**config.mk**
```make
export PLATFORM = sky130hd
export DESIGN_NAME = inst_encoder
export DESIGN_NICKNAME = d
export VERILOG_FILES = /design/src/rtl/inst_encoder_pkg.sv /design/src/rtl/inst_encoder_pack.sv /design/src/rtl/inst_encoder.sv
export SDC_FILE = /design/constraint.sdc
export NUM_CORES = 1
export LEC_CHECK = 0
export ABC_AREA = 1
export CAP_MARGIN = 20
export CORE_ASPECT_RATIO = 1.4
export CORE_MARGIN = 4
export CORE_UTILIZATION = 45
export CTS_CLUSTER_SIZE = 20
export DETAILED_ROUTE_END_ITERATION = 10
export PLACE_DENSITY = 0.89
export REMOVE_ABC_BUFFERS = 1
export SLEW_MARGIN = 0
export SYNTH_ARGS = -nofsm -noshare
export SYNTH_HDL_FRONTEND = slang
export SYNTH_SLANG_ARGS = --single-unit
export TNS_END_PERCENT = 30
```
**constraint.sdc**
```tcl
create_clock -name clk -period 3.3 [get_ports clk]
set_input_delay 0.495 -clock clk [delete_from_list [all_inputs] [get_ports clk]]
set_output_delay 0.495 -clock clk [all_outputs]
set_load 0.02 [all_outputs]
```
**src/rtl/inst_encoder_pkg.sv**
```systemverilog
// -----------------------------------------------------------------------------
// inst_encoder_pkg
//   Shared definitions for the RV32I instruction encoder.
//   - fmt_e        : instruction format selector (I, S, B, reserved)
//   - OP_*         : the base opcodes the encoder accepts
//   - IMM*_MIN/MAX : signed immediate ranges for the 12-bit (I/S) and
//                    13-bit byte-offset (B) immediates
//   - ERR_CNT_MAX  : saturation point of the error counter
//   - imm_in_range : signed range test used by the packer
// -----------------------------------------------------------------------------
package inst_encoder_pkg;

  typedef enum logic [1:0] {
    FMT_I   = 2'd0,
    FMT_S   = 2'd1,
    FMT_B   = 2'd2,
    FMT_RSV = 2'd3
  } fmt_e;

  localparam logic [6:0] OP_IMM    = 7'b0010011;
  localparam logic [6:0] OP_LOAD   = 7'b0000011;
  localparam logic [6:0] OP_STORE  = 7'b0100011;
  localparam logic [6:0] OP_BRANCH = 7'b1100011;

  // 12-bit signed immediate (I and S formats).
  localparam int IMM12_MIN = -2048;
  localparam int IMM12_MAX = 2047;

  // B-format byte offset: 13-bit signed, even values only, so the largest
  // reachable positive offset is 4094 rather than 4095.
  localparam int IMM13_MIN = -4096;
  localparam int IMM13_MAX = 4094;

  localparam logic [7:0] ERR_CNT_MAX = 8'hFF;

  // True when the 32-bit two's-complement value lies in [lo, hi].
  function automatic logic imm_in_range(input logic [31:0] value,
                                        input int lo,
                                        input int hi);
    int sval;
    sval = int'($signed(value));
    return (sval >= lo) && (sval <= hi);
  endfunction

endpackage

```
**src/rtl/inst_encoder_pack.sv**
```systemverilog
// -----------------------------------------------------------------------------
// inst_pack
//   Purely combinational field packer and checker. Builds the 32-bit
//   instruction word for the selected format and flags any word whose
//   opcode does not belong to the format, whose immediate is out of range,
//   or whose B offset is odd. Flagged words are still packed, with the
//   immediate simply truncated to the bits the format carries.
//
//   Ports
//     fmt     in  2   format select (fmt_e encoding)
//     opcode  in  7   opcode field
//     rd      in  5   destination register
//     rs1     in  5   source register 1
//     rs2     in  5   source register 2
//     funct3  in  3   funct3 field
//     imm     in  32  signed immediate (byte offset for B)
//     inst    out 32  packed instruction word
//     err     out 1   word failed at least one check
// -----------------------------------------------------------------------------
module inst_pack
  import inst_encoder_pkg::*;
(
  input  logic [1:0]  fmt,
  input  logic [6:0]  opcode,
  input  logic [4:0]  rd,
  input  logic [4:0]  rs1,
  input  logic [4:0]  rs2,
  input  logic [2:0]  funct3,
  input  logic [31:0] imm,
  output logic [31:0] inst,
  output logic        err
);

  logic op_ok;
  logic range_ok;

  // NOTE: every output of a combinational block gets a default on entry so
  // no path through the case can leave it unassigned and infer a latch.
  always_comb begin
    inst     = '0;
    err      = 1'b0;
    op_ok    = 1'b0;
    range_ok = 1'b0;

    case (fmt_e'(fmt))
      FMT_I: begin
        inst     = {imm[11:0], rs1, funct3, rd, opcode};
        op_ok    = (opcode == OP_IMM) || (opcode == OP_LOAD);
        range_ok = imm_in_range(imm, IMM12_MIN, IMM12_MAX);
        err      = !op_ok || !range_ok;
      end

      FMT_S: begin
        inst     = {imm[11:5], rs2, rs1, funct3, imm[4:0], opcode};
        op_ok    = (opcode == OP_STORE);
        range_ok = imm_in_range(imm, IMM12_MIN, IMM12_MAX);
        err      = !op_ok || !range_ok;
      end

      FMT_B: begin
        // imm[0] has no slot: the decoder reconstructs a half-word offset.
        inst     = {imm[12], imm[10:5], rs2, rs1, funct3, imm[4:1], imm[11], opcode};
        op_ok    = (opcode == OP_BRANCH);
        range_ok = imm_in_range(imm, IMM13_MIN, IMM13_MAX) && !imm[0];
        err      = !op_ok || !range_ok;
      end

      FMT_RSV: begin
        inst = '0;
        err  = 1'b1;
      end
    endcase
  end

endmodule

```
**src/rtl/inst_encoder.sv**
```systemverilog
// -----------------------------------------------------------------------------
// inst_encoder
//   Program-loader stage that turns instruction field tuples into 32-bit
//   RV32I words tagged with an instruction-memory word address and an error
//   flag. A single registered valid/ready slot sits between the command
//   stream and the memory write port; the ready path is combinational so a
//   word can be accepted every cycle while downstream keeps up.
//
//   Parameters
//     ADDR_W     word address width (counter wraps modulo 2^ADDR_W)
//     BASE_ADDR  address loaded on reset and on start
//
//   Ports
//     clk        in  1       clock, rising edge
//     rst_n      in  1       synchronous active-low reset
//     start      in  1       reload address counter, clear err_cnt
//     in_valid   in  1       field inputs valid
//     in_ready   out 1       encoder can accept this cycle
//     fmt        in  2       0=I, 1=S, 2=B, 3=reserved
//     opcode     in  7       opcode field
//     rd         in  5       destination register
//     rs1        in  5       source register 1
//     rs2        in  5       source register 2
//     funct3     in  3       funct3 field
//     imm        in  32      signed immediate (byte offset for B)
//     out_valid  out 1       out_* holds an encoded word
//     out_ready  in  1       downstream accepts
//     out_inst   out 32      encoded instruction
//     out_addr   out ADDR_W  word address of out_inst
//     out_err    out 1       word failed a check
//     err_cnt    out 8       saturating count of accepted words with error
// -----------------------------------------------------------------------------
module inst_encoder
  import inst_encoder_pkg::*;
#(
  parameter int          ADDR_W    = 8,
  parameter int unsigned BASE_ADDR = 0
) (
  input  logic              clk,
  input  logic              rst_n,
  input  logic              start,
  input  logic              in_valid,
  output logic              in_ready,
  input  logic [1:0]        fmt,
  input  logic [6:0]        opcode,
  input  logic [4:0]        rd,
  input  logic [4:0]        rs1,
  input  logic [4:0]        rs2,
  input  logic [2:0]        funct3,
  input  logic [31:0]       imm,
  output logic              out_valid,
  input  logic              out_ready,
  output logic [31:0]       out_inst,
  output logic [ADDR_W-1:0] out_addr,
  output logic              out_err,
  output logic [7:0]        err_cnt
);

  localparam logic [ADDR_W-1:0] BASE = ADDR_W'(BASE_ADDR);

  logic [31:0]       pk_inst;
  logic              pk_err;
  logic              accept;
  logic [ADDR_W-1:0] addr_cnt;
  logic [ADDR_W-1:0] word_addr;

  inst_pack u_pack (
    .fmt    (fmt),
    .opcode (opcode),
    .rd     (rd),
    .rs1    (rs1),
    .rs2    (rs2),
    .funct3 (funct3),
    .imm    (imm),
    .inst   (pk_inst),
    .err    (pk_err)
  );

  // The slot can take a new word when empty or when its current word
  // leaves this cycle.
  assign in_ready = !out_valid || out_ready;
  assign accept   = in_valid && in_ready;

  // A start coinciding with an accept restarts numbering at this word.
  assign word_addr = start ? BASE : addr_cnt;

  // NOTE: sequential state uses non-blocking assignments so every register
  // samples pre-edge values regardless of statement order in the block.
  always_ff @(posedge clk) begin
    if (!rst_n) begin
      out_valid <= 1'b0;
      out_inst  <= '0;
      out_addr  <= '0;
      out_err   <= 1'b0;
      addr_cnt  <= BASE;
      err_cnt   <= '0;
    end else begin
      // Output slot: load on accept, otherwise drain on handshake. Held
      // data stays untouched while stalled, and start never flushes it.
      if (accept) begin
        out_valid <= 1'b1;
        out_inst  <= pk_inst;
        out_addr  <= word_addr;
        out_err   <= pk_err;
      end else if (out_ready) begin
        out_valid <= 1'b0;
      end

      // Address counter wraps silently modulo 2^ADDR_W.
      if (accept) begin
        addr_cnt <= word_addr + ADDR_W'(1);
      end else if (start) begin
        addr_cnt <= BASE;
      end

      // Error counter: start clears it, but an error word accepted in the
      // same cycle is still counted.
      if (start) begin
        err_cnt <= {7'd0, accept && pk_err};
      end else if (accept && pk_err && (err_cnt != ERR_CNT_MAX)) begin
        err_cnt <= err_cnt + 8'd1;
      end
    end
  end

endmodule

```
; Yosys cells after proc, flatten, opt, wreduce, memory -nomap -nowiden
; Index checks and enable logic that the tools add are counted.
[totals]
in_bits = 64
register_bits = 58
output_inout_bits = 51
word_cells = 52
[classes]
add_sub_neg = 2
order_cmp = 4
n_eq_ne = 8
n_reduce_logical = 22
bitwise_logic = 1
n_mux = 8
[op_table]
columns = cell, n
row1 = 32-bit case mux with 4 select lines, 1
row2 = "32-bit by 12-bit >= comparator with 1-bit output, second input constant", 1
row3 = "32-bit by 13-bit >= comparator with 1-bit output, second input constant", 1
row4 = "32-bit by 12-bit less-or-equal comparator with 1-bit output, second input constant", 1
row5 = "32-bit by 13-bit less-or-equal comparator with 1-bit output, second input constant", 1
row6 = "8-bit by 1-bit adder with 8-bit output, second input constant", 2
row7 = 8-bit two-way mux, 2
row8 = "8-bit != test, second input constant", 1
row9 = "7-bit by 2-bit == test with 1-bit output, second input constant", 1
row10 = "7-bit by 5-bit == test with 1-bit output, second input constant", 1
row11 = "7-bit by 6-bit == test with 1-bit output, second input constant", 1
row12 = "7-bit == test, second input constant", 1
row13 = 1-bit logical NOT, 7
row14 = 1-bit logical AND, 6
row15 = 1-bit logical OR, 5
row16 = "2-bit == test, second input constant", 2
row17 = 1-bit two-way mux, 4
row18 = 1-bit case mux with 4 select lines, 1
row19 = 2-bit nonzero test, 2
row20 = "2-bit by 1-bit == test with 1-bit output, second input constant", 1
row21 = 2-bit logical NOT, 1
row22 = 2-bit OR reduction, 1
row23 = 1-bit NOT, 1

; Longest topological paths before layout
[depth]
depth_word = 10
depth_mapped = 11
ltp_nobuf = 11

; Modules after synthesis
; Synthesis repeated with hierarchy kept, for this count alone.
[unflattened]
hier_cells = 466
area_unflattened_um2 = 3026.7
[by_module_without_submodules]
columns = module, cells_each, area_each_um2, instances
row1 = inst_encoder, 321, 2403.6, 1
row2 = inst_pack, 145, 623.1, 1

; Least setup slack after synthesis
; Ideal clock, no wire load.
[synth_path]
kind = register to register
from = register err_cnt[1]
to = register err_cnt[2]
setup_ns = 0.070
slack_ns = 1.691
arrival_time_ns = 1.539
path_stages_with_launch = 8
synth_period_minus_slack_ns = 1.609
cell_sequence = dfxtp_1 -> ha_1 -> nand2_1 -> nor3b_2 -> nand3_2 -> nand4_2 -> nand2_1 -> a21oi_1
[synth_between]
elab_chain_len = 2
elab_cells_between_ends = 3
cone_classes = add/sub: 1 / eq/ne: 1 / reduce/logical: 1
[synth_lines]
columns = element, line
row1 = from (decl), inst_encoder.sv:56  ; output logic [7:0] err_cnt
row2 = from (signal assigned), inst_encoder.sv:119  ; err_cnt <= {7'd0, accept && pk_err};
row3 = from (signal assigned), inst_encoder.sv:121  ; err_cnt <= err_cnt + 8'd1;
row4 = branches (longest 2 deep; another with 8-bit by 1-bit adder with 8-bit output), --
; Parallel ways; which one is timed is not known.
; A chain may end at the register's enable or synchronous reset.

; Worst setup path in the final report
[layout_path]
from = input out_ready
to = output in_ready
[layout_between]
elab_chain_len = 1
[layout_lines]
columns = element, line
row1 = from (decl), inst_encoder.sv:52  ; input logic out_ready,
row2 = 1-bit logical OR, inst_encoder.sv:81  ; assign in_ready = !out_valid || out_ready;
row3 = to (decl), inst_encoder.sv:43  ; output logic in_ready,
; Every way passes these cells.

==> results.cfg <==
[setup_path]
crit_path_max_incr_delay_ps = 630
end_kind = output pin
crit_path_frequent_cell = clkdlybuf4s50_1
path_cells = clkdlybuf4s50_1 > inv_1 > nand2_1 > clkdlybuf4s50_1
path_depth = 4
crit_buf_inv = 3
critPathTopFamily = buffers and inverters
path_class = input pin to output pin
arrival_ps = 1750
crit_slowest_cell = clkdlybuf4s50_1
worstPathRequired_ps = 2800
r2r_end = err_cnt[5]
crit-reg2reg-launch = err_cnt[0]
ff2ff_path_depth = 7
startpoint_type = input pin
path_max_fanout = 3
worst-r2r-setup-slack_ps = 1620

[sta]
slew_violations = 0
fmax_mhz = 446
fin_crit_sh = 0.679
setup_violations = 0
slew-limit-headroom = 0.625
clock_skew_ps = 7.50
finalSetupTns_ps = 0
rsz0062_at_grt = false
hold_viol = 0
tightest_slew_ps = 560
finalCriticalPeriod_ps = 2240

[die]
die_h_um = 98.9
pin_count = 115
die_x_um = 72.9
rows = 32
start_util = 0.474
dieArea_um2 = 7210
coreArea_um2 = 5610

[cts]
postCtsHoldBufs = 0
clkLatencyLatePin_ps = 330
clock_sinks = 58
numCtsBuffers = 9
cts_setup_buffers = 0
cts_buffer_depth = 2
htreeDepth = 3
root_buffer = clkbuf_8
cts_resized = 0
clk_pin_slew_ps = 60
cts_tree = yes

[final_layout]
n_antenna_cell = 0
fin_cells = 561
n_fill_cell = 453
area_growth_pct = 54.1
drive_gt1_frac = 0.0751
nets = 554

[routing]
num_vias = 2881
drt_iter0_markers = 116
ant_nets = 0
detail_route.wirelength_um = 7690
drc = 0
drt_pre_antenna_iters = 4
viasPerCell = 5.14
wl_per_cell_um = 13.7

[global_route]
grt_max_degree = 31
grt_pass1_wl_um = 12400
grt_overflow = 0
grtUsageTotal = 0.215
first_global_vias = 2822
antenna_found_initial = 0

[placement]
dpl.cell_count = 545
dp_hpwl_um = 5730
portBuffers = 114
gp_congestion = 0.822

[yosys]
yosysWarnings = 0
synth-async-reset-ratio = 0
syn_inst = 373
synth_edf_count = 0
ys_seq_elements = 58
ys_types = 36
synth_ff_type = dfxtp_1
syn_avg_cell_area_um2 = 7.12
synth_area_um2 = 2660
ys_seq_area_frac = 0.437

[power]
power_density_nw_per_um2 = 457
ir_drop_uv = 283
p_leak_nw = 1.58

[flow_run]
maxCapViolCount = 0

[hold_path]
hold-path-cell-count = 1
min_path_type = flop to flop
min_from = addr_cnt[7]
holdPathEnd = addr_cnt[7]

[status]
status = finished clean
==> synthesized netlist by cell type (2+ instances only) <==
master | number | area share
nand2_1 | 73 | 0.10
dfxtp_1 | 58 | 0.44
ha_1 | 2 | 0.0094
a21oi_1 | 62 | 0.12
o21ai_0 | 25 | 0.047
nor3_1 | 3 | 0.0057
xor2_1 | 4 | 0.013
nor2_2 | 2 | 0.0047
nand2_2 | 3 | 0.0071
clkbuf_1 | 9 | 0.013
buf_1 | 2 | 0.0028
buf_2 | 3 | 0.0057
nand3_1 | 34 | 0.064
nor2_1 | 47 | 0.066
nand4_1 | 2 | 0.0047
inv_1 | 24 | 0.034
==> layer usage <==
metal / vias to the layer above / routed length (µm) / global-route usage
li1: 1457 / - / -
met1: 1318 / 2970 / 0.227
met2: 100 / 4060 / 0.393
met3: 6 / 570 / 0.0714
met4: 0 / 94 / 0.0653
met5: - / 0 / 0
==> worst reg2reg max path: cells and delay by family (launching register included) <==
family,cells,cell delay [ps]
and+or+nand+nor,5,880
DFF,1,380
adders and majority gates,1,200
AOI/OAI and AO/OA,1,140
==> how the worst max path moves through the flow <==
stage	start	endpoint	slack, ps
5_1_grt	out_ready	in_ready	1020
6_report	out_ready	in_ready	1060
4_1_cts	out_ready	in_ready	1060
2_1_floorplan	out_ready	err_cnt[1]	780
3_5_place_dp	out_ready	out_inst[21]	960
3_3_place_gp	start	addr_cnt[4]	1000
==> through the flow <==
| stage | utilization | instance area, µm² | total power, mW | worst slack (ps) | hold WS (ps) |
|---|---|---|---|---|---|
| after floorplan | - | 2570 | 0.906 | 782 | 403 |
| after global placement | 0.687 | 3850 | 1.09 | 1000 | 413 |
| after detailed placement | 0.687 | 3850 | 1.10 | 956 | 429 |
| after CTS | 0.730 | 4090 | 1.89 | 1060 | 446 |
| after global routing | 0.730 | 4090 | 1.95 | 1020 | 464 |
| final | 0.730 | 4090 | 1.87 | 1060 | 447 |
==> sequential cells by signal (all words and copies together) (netlist names) <==
| signal | count |
|---|---|
| addr_cnt | 8 |
| out_valid | 1 |
| out_addr | 8 |
| err_cnt | 8 |
| out_err | 1 |
| out_inst | 32 |
==> layout by cell type, fill, tap and decap left out, types with 2 or more instances in the layout <==
master	count
a21oi_1	62
buf_4	7
bufinv_16	3
clkbuf_8	9
clkdlybuf4s50_1	114
clkinv_2	2
dfxtp_1	58
ha_1	2
inv_1	24
nand2_1	73
nand2_2	3
nand3_1	34
nand4_1	2
nor2_1	47
nor2_2	2
nor3_1	3
o21ai_0	25
xor2_1	4
==> final cells by class <==
type | count | area [µm²] | share of cell area
multi-input cells | 271 | 1310 | 0.319
repair buffers | 121 | 1190 | 0.292
flip-flops and latches | 58 | 1160 | 0.284
clock buffers | 9 | 124 | 0.0303
clock inverters | 7 | 116 | 0.0284
inverters | 27 | 106 | 0.0260
well taps | 68 | 85.1 | 0.0208
==> kinds of logic after synthesis <==
group,after synthesis,synth area share
adder cells (fa/ha/maj),2,0.00942
XOR/XNOR,5,0.0165
buffers and inverters,44,0.0711
AO/OA/AOI/OAI,92,0.177
flip-flops,58,0.437
AND/OR/NAND/NOR,172,0.289
==> report_power, final <==
group          switching, mW  leakage (nW)  total [mW]  internal, mW
Clock                  0.287         0.120       0.788         0.501
Combinational          0.163         0.987       0.327         0.164
Sequential            0.0200         0.475       0.756         0.736
Note: power is estimated with default switching activity, not from simulation.
